--- config.mk ---
export PLATFORM = sky130hd
export DESIGN_NAME = barrel_shifter
export DESIGN_NICKNAME = d
export VERILOG_FILES = /design/src/rtl/barrel_shifter.sv
export SDC_FILE = /design/constraint.sdc
export NUM_CORES = 1
export LEC_CHECK = 0
export ABC_CLOCK_PERIOD_IN_PS = 3910
export CORE_MARGIN = 5
export CORE_UTILIZATION = 30
export CTS_CLUSTER_DIAMETER = 30
export DETAILED_ROUTE_END_ITERATION = 10
export GPL_ROUTABILITY_DRIVEN = 1
export PLACE_DENSITY = 0.51
export RECOVER_POWER = 25
export SYNTH_ARGS = -nofsm -noshare
export SYNTH_HDL_FRONTEND = slang
export SYNTH_SLANG_ARGS = --single-unit
--- constraint.sdc ---
create_clock -name CLK -period 3.91 [get_ports CLK]
set_input_delay 0.782 -clock CLK [delete_from_list [all_inputs] [get_ports CLK]]
set_output_delay 0.782 -clock CLK [all_outputs]
set_load 0.01 [all_outputs]
--- src/rtl/barrel_shifter.sv ---
// barrel_shifter: registered left/right, logical/arithmetic barrel shifter.
// One clock of latency; a new operation can be accepted on every edge.
//
// Parameters:
//   ARCH  - 0: log2(WIDTH)-stage mux cascade
//           1: bit-reverse around a single right-shift core
//           2: behavioural shift operators
//   WIDTH - operand width, power of two, >= 2
//
// Ports:
//   CLK   in   clock, rising edge
//   RST   in   synchronous active-high reset (overrides EN)
//   EN    in   capture a result on this edge
//   LR    in   direction, 0 = left, 1 = right
//   LA    in   kind, 0 = logical, 1 = arithmetic (right shifts only)
//   RT    in   rotate instead of shift (only with BARREL_SHIFTER_ROTATE_EN)
//   W     in   shift amount, 0..WIDTH-1
//   A     in   operand
//   Y     out  registered result
//   VALID out  Y holds the result of the op captured on the previous edge
//
// Optional feature macro: BARREL_SHIFTER_ROTATE_EN adds the RT input.
module barrel_shifter #(
  parameter int ARCH  = 0,
  parameter int WIDTH = 32
) (
  input  logic                     CLK,
  input  logic                     RST,
  input  logic                     EN,
  input  logic                     LR,
  input  logic                     LA,
`ifdef BARREL_SHIFTER_ROTATE_EN
  input  logic                     RT,
`endif
  input  logic [$clog2(WIDTH)-1:0] W,
  input  logic [WIDTH-1:0]         A,
  output logic [WIDTH-1:0]         Y,
  output logic                     VALID
);

  localparam int SW = $clog2(WIDTH);

  logic             rt;
  logic [WIDTH-1:0] r;
  logic [WIDTH-1:0] y_d, y_q;
  logic             valid_d, valid_q;

`ifdef BARREL_SHIFTER_ROTATE_EN
  assign rt = RT;
`else
  assign rt = 1'b0;
`endif

  if ((WIDTH < 2) || ((WIDTH & (WIDTH - 1)) != 0)) begin : g_bad_width
    $error("barrel_shifter: WIDTH must be a power of two >= 2");
  end

  function automatic logic [WIDTH-1:0] rev(input logic [WIDTH-1:0] v);
    logic [WIDTH-1:0] o;
    for (int i = 0; i < WIDTH; i++) o[i] = v[WIDTH-1-i];
    return o;
  endfunction

  // Shift amount used to build rotations from two plain shifts; W=0 gives
  // a shift by WIDTH, which yields zero and leaves the operand untouched.
  logic [SW:0] w_inv;
  assign w_inv = (SW+1)'(WIDTH) - {1'b0, W};

  if (ARCH == 0) begin : g_arch0
    logic [WIDTH-1:0] stg [SW+1];
    logic             fill_r;

    // Sign bit stays in place through every right-arithmetic stage, so the
    // original MSB is the fill for all of them.
    assign fill_r = LA & A[WIDTH-1];
    assign stg[0] = A;

    for (genvar k = 0; k < SW; k++) begin : g_stage
      localparam int S = 1 << k;
      logic [WIDTH-1:0] shr, shl;
      assign shr = rt ? {stg[k][S-1:0], stg[k][WIDTH-1:S]}
                      : {{S{fill_r}}, stg[k][WIDTH-1:S]};
      assign shl = rt ? {stg[k][WIDTH-S-1:0], stg[k][WIDTH-1:WIDTH-S]}
                      : {stg[k][WIDTH-S-1:0], {S{1'b0}}};
      assign stg[k+1] = !W[k] ? stg[k] : (LR ? shr : shl);
    end

    assign r = stg[SW];
  end else if (ARCH == 1) begin : g_arch1
    logic [WIDTH-1:0] core_in, core_out, sr, rot;
    logic             fill;

    // Left ops become right ops on the reversed operand.
    assign core_in  = LR ? A : rev(A);
    assign fill     = LR & LA & A[WIDTH-1];
    assign sr       = (core_in >> W) | (~({WIDTH{1'b1}} >> W) & {WIDTH{fill}});
    assign rot      = (core_in >> W) | (core_in << w_inv);
    assign core_out = rt ? rot : sr;
    assign r        = LR ? core_out : rev(core_out);
  end else if (ARCH == 2) begin : g_arch2
    logic [WIDTH-1:0] sra, srl, sll, rotr, rotl;

    // Kept as its own assignment so the signed context of >>> is preserved.
    assign sra  = $unsigned($signed(A) >>> W);
    assign srl  = A >> W;
    assign sll  = A << W;
    assign rotr = (A >> W) | (A << w_inv);
    assign rotl = (A << W) | (A >> w_inv);
    assign r    = rt ? (LR ? rotr : rotl)
                     : (LR ? (LA ? sra : srl) : sll);
  end else begin : g_bad_arch
    $error("barrel_shifter: ARCH must be 0, 1 or 2");
  end

  always_comb begin
    y_d     = y_q;
    valid_d = 1'b0;
    if (EN) begin
      y_d     = r;
      valid_d = 1'b1;
    end
  end

  always_ff @(posedge CLK) begin
    if (RST) begin
      y_q     <= '0;
      valid_q <= 1'b0;
    end else begin
      y_q     <= y_d;
      valid_q <= valid_d;
    end
  end

  assign Y     = y_q;
  assign VALID = valid_q;

endmodule

## Word-level counts from Yosys, hierarchy flattened

Cells that the tools add are included.

- Muxes and demuxes: 11
- Bitwise logic cells: 1

Operators by type and width:

| cell | count |
|---|---|
| 32-bit two-way mux | 10 |
| 1-bit bitwise AND | 1 |
| 1-bit two-way mux | 1 |

- Flip-flop bits (word level): 33
- Output and inout bits: 33
- Logic and storage cells: 14

## Longest topological paths before layout

- Depth after elaboration: 11
- Mapped depth: 11
- Gate-level depth less buffers: 6

## Worst setup path before layout

OpenSTA, ideal clock, no wires.

- Kind: input to register
- Start point: input LR
- End point: register y_q[3], in the netlist Y[3]
- Data arrival time: 2.349 ns
- Required time: 3.773 ns
- Path slack: 1.425 ns
- Stages: 9
- Path buffers: 3
- Path through: buf_4 buf_6 nand2_2 buf_4 a21oi_1 nor3_1 o22ai_1 a221oi_1 a311oi_1

- Cells in the longest elaborated chain, start to end: 10

RTL lines:

| what | line | text |
|---|---|---|
| start: declaration | 30 | `input logic LR,` |
| 32-bit two-way mux (9 in series) | 85 | `assign stg[k+1] = !W[k] ? stg[k] : (LR ? shr : shl);` |
| 32-bit two-way mux * | 85 |  |
| end signal: assignment | 129 | `y_q <= y_d;` |
| end: declaration | 45 | `logic [WIDTH-1:0] y_d, y_q;` |

Mark *: on every way between the ends. The rest lies on a longest branch, timed or not.
A chain may end at the register's enable or synchronous reset.

## Final worst setup path

- Start point: input W[0]
- End point: register y_q[16], in the netlist Y[16]

- Cells in the longest elaborated chain, start to end: 9

RTL lines:

| what | line | text |
|---|---|---|
| start: declaration | 35 | `input logic [$clog2(WIDTH)-1:0] W,` |
| 32-bit two-way mux * | 85 |  |
| 32-bit two-way mux | 85 |  |
| 32-bit two-way mux * | 85 |  |
| 32-bit two-way mux | 85 |  |
| 32-bit two-way mux * | 85 |  |
| 32-bit two-way mux | 85 |  |
| 32-bit two-way mux * | 85 |  |
| 32-bit two-way mux | 85 |  |
| 32-bit two-way mux * | 85 |  |

Marks and branches as above.

==> results.ini <==
[floorplan]
die_area_sq_um=20300
die_x_um=142
rows=48
dieHeight_um=142
core_sq_um=17200
ios=75
start_util=0.305

[clocking]
cts_hold_buf=0
cts_tree=built
cts_max_level=2
cts.sinks=33
cts_buffers=5
cts.path.max_buffers=2
root_buffer=clkbuf_16
postCtsSetupBuffers=0
cts_resized=0
path_clk_slew_ns=0.05
clock_latency_ns=0.28

[final_layout]
syn_to_final_growth_pct=20.3
fin_nets=840
finalNonFillerCells=1023
diodes=0
stdcell_area_sq_um=6320
drive_gt1_frac=0.112

[sta]
max_slew_margin=0.408
fmax_mhz=313
whs_ns=0.447
hold_viol_final=0
skew_ns=0
slew_viol_final=0
rsz0062_at_grt=no
fin_crit_ns=3.20
tns_ns=0
finalSetupViolCount=0
final.period_utilization=0.818
setup_slack_ns=0.713
max_slew.worst_pin.slew_ns=0.881

[detailed_routing]
drt_wl_total_um=25000
drtIter0Drc=689
num_vias=6462
vias_per_cell=6.32
antenna_left=0
drc=0
wl_per_cell_um=24.4
drtPass1Iterations=6

[logic_synthesis]
syn_avg_cell_area_sq_um=7.04
netlist.area_leader.share=0.135
ys_types=71
synth_area_sq_um=5250
synth_edf_count=0
synth_warnings=0
synth-seq-cells=33
synth-async-reset-ratio=0
synth_nets=788
synth_top_cell_by_area=mux2i_1
syn_inst=746
yosysSeqAreaShare=0.126
netlist_top_cells_area=mux2i_1 14%, dfxtp_1 13%, nor2_1 7.9%
synth_ff_type=dfxtp_1

[worst_setup_path]
crit-reg2reg-launch=Y[9]
crit_arrival_ns=3.35
startpoint=W[0]
worstSetupPathType=input port to register
cp.required_ns=4.07
worstSetupStartpointType=input port
worst-path-max-fanout=60
critPathCaptureType=register

[place]
dp_hpwl_um=19100
dpl.cell_count=1016
place_area_sq_um=6170
pre_cts_slack_ns=0.518
portBuffers=74
gp_congestion=0.970

[global_route]
grt-ovfl-total=0
grt_pass1_wl_um=38600
grt_usage=0.243
grt_pass1_vias=6244
antenna_found_initial=0
grt_max_degree=61

[pwr]
peakVddDrop_uv=136
leakagePower_nw=2.30
p_per_area_nw_per_um2=247

[worst_hold_path]
worstHoldStart=Y[27]
hold_class=register to register

[job]
cap_violations=0

[outcome]
status=finished, final reports clean

kinds of logic after synthesis:
family                 share of synthesized area
AOI/OAI and AO/OA                          0.387
muxes                                      0.167
and+or+nand+nor                            0.235
buffers and inverters                     0.0855
DFF                                        0.126
worst paths after layout:
check / end / slack [ns] / depth (start not counted)
max: Y[16] / 0.71 / 8
min: Y[27] / 0.45 / 2
max reg2reg: Y[9] / 2.93 / 4
min reg2reg: Y[27] / 0.45 / 2
final cells by class:
type / instances / area [sq um]
Timing Repair Buffer: 113 / 1060
Tap cell: 225 / 282
Sequential cell: 33 / 661
Multi-Input combinational cell: 636 / 4140
Fill cell: 1882 / 10900
Clock buffer: 7 / 143
Inverter: 9 / 33.8
per-layer routing:
layer | track usage | wire, um | up-vias
met2 | 0.396 | 11600 | 353
met1 | 0.325 | 10500 | 3072
met3 | 0.0376 | 1890 | 68
met4 | 0.0870 | 949 | 2
met5 | 0.0215 | 58 | -
li1 | - | - | 2967
power breakdown:
group	total [mW]	switching (mW)	internal, mW	leakage (nW)
Combinational	0.787	0.493	0.294	1.96
Sequential	0.380	0.0156	0.364	0.273
Clock	0.391	0.141	0.250	0.0700
registers in the layout (all words and copies together), names as in the netlist:
name / count
VALID: 1
Y: 32
synth_stat cells, types with 12 or more instances:
cell,n
nor2_1,110
mux2i_1,71
o21ai_0,59
a21oi_1,54
nand2_1,49
nor3_1,49
a211oi_1,33
dfxtp_1,33
clkbuf_1,28
o22ai_1,22
o211ai_1,18
buf_2,17
nand2b_1,14
nand3_1,12
worst max-delay path, stage by stage:
cell and delay [ns]:
buf_4 0.55, buf_4 0.35, mux2i_1 0.21, o22ai_1 0.10, a21oi_1 0.50, o221ai_1 0.24, a2111oi_0 0.45, o21ai_0 0.13
stage by stage:
stage / utilization / power, mW
2_1_floorplan: - / 0.851
3_3_place_gp: 0.358 / 1.17
3_5_place_dp: 0.358 / 1.16
4_1_cts: 0.366 / 1.55
5_1_grt: 0.366 / 1.63
6_report: 0.366 / 1.56
placed cells by master (no fill, tap or decap), types with 8 or more instances in the layout:
cell               n
a211oi_1          33
a211oi_2           9
a21oi_1           54
a31oi_1            8
buf_4             38
clkdlybuf4s50_1   54
dfxtp_1           33
dlygate4sd3_1     16
mux2i_1           71
nand2_1           49
nand2b_1          14
nand3_1           12
nor2_1           110
nor3_1            49
nor4_1             9
o211ai_1          18
o21ai_0           59
o22ai_1           22
o31ai_1           10
No activity file was read; power rests on OpenSTA's default activity.
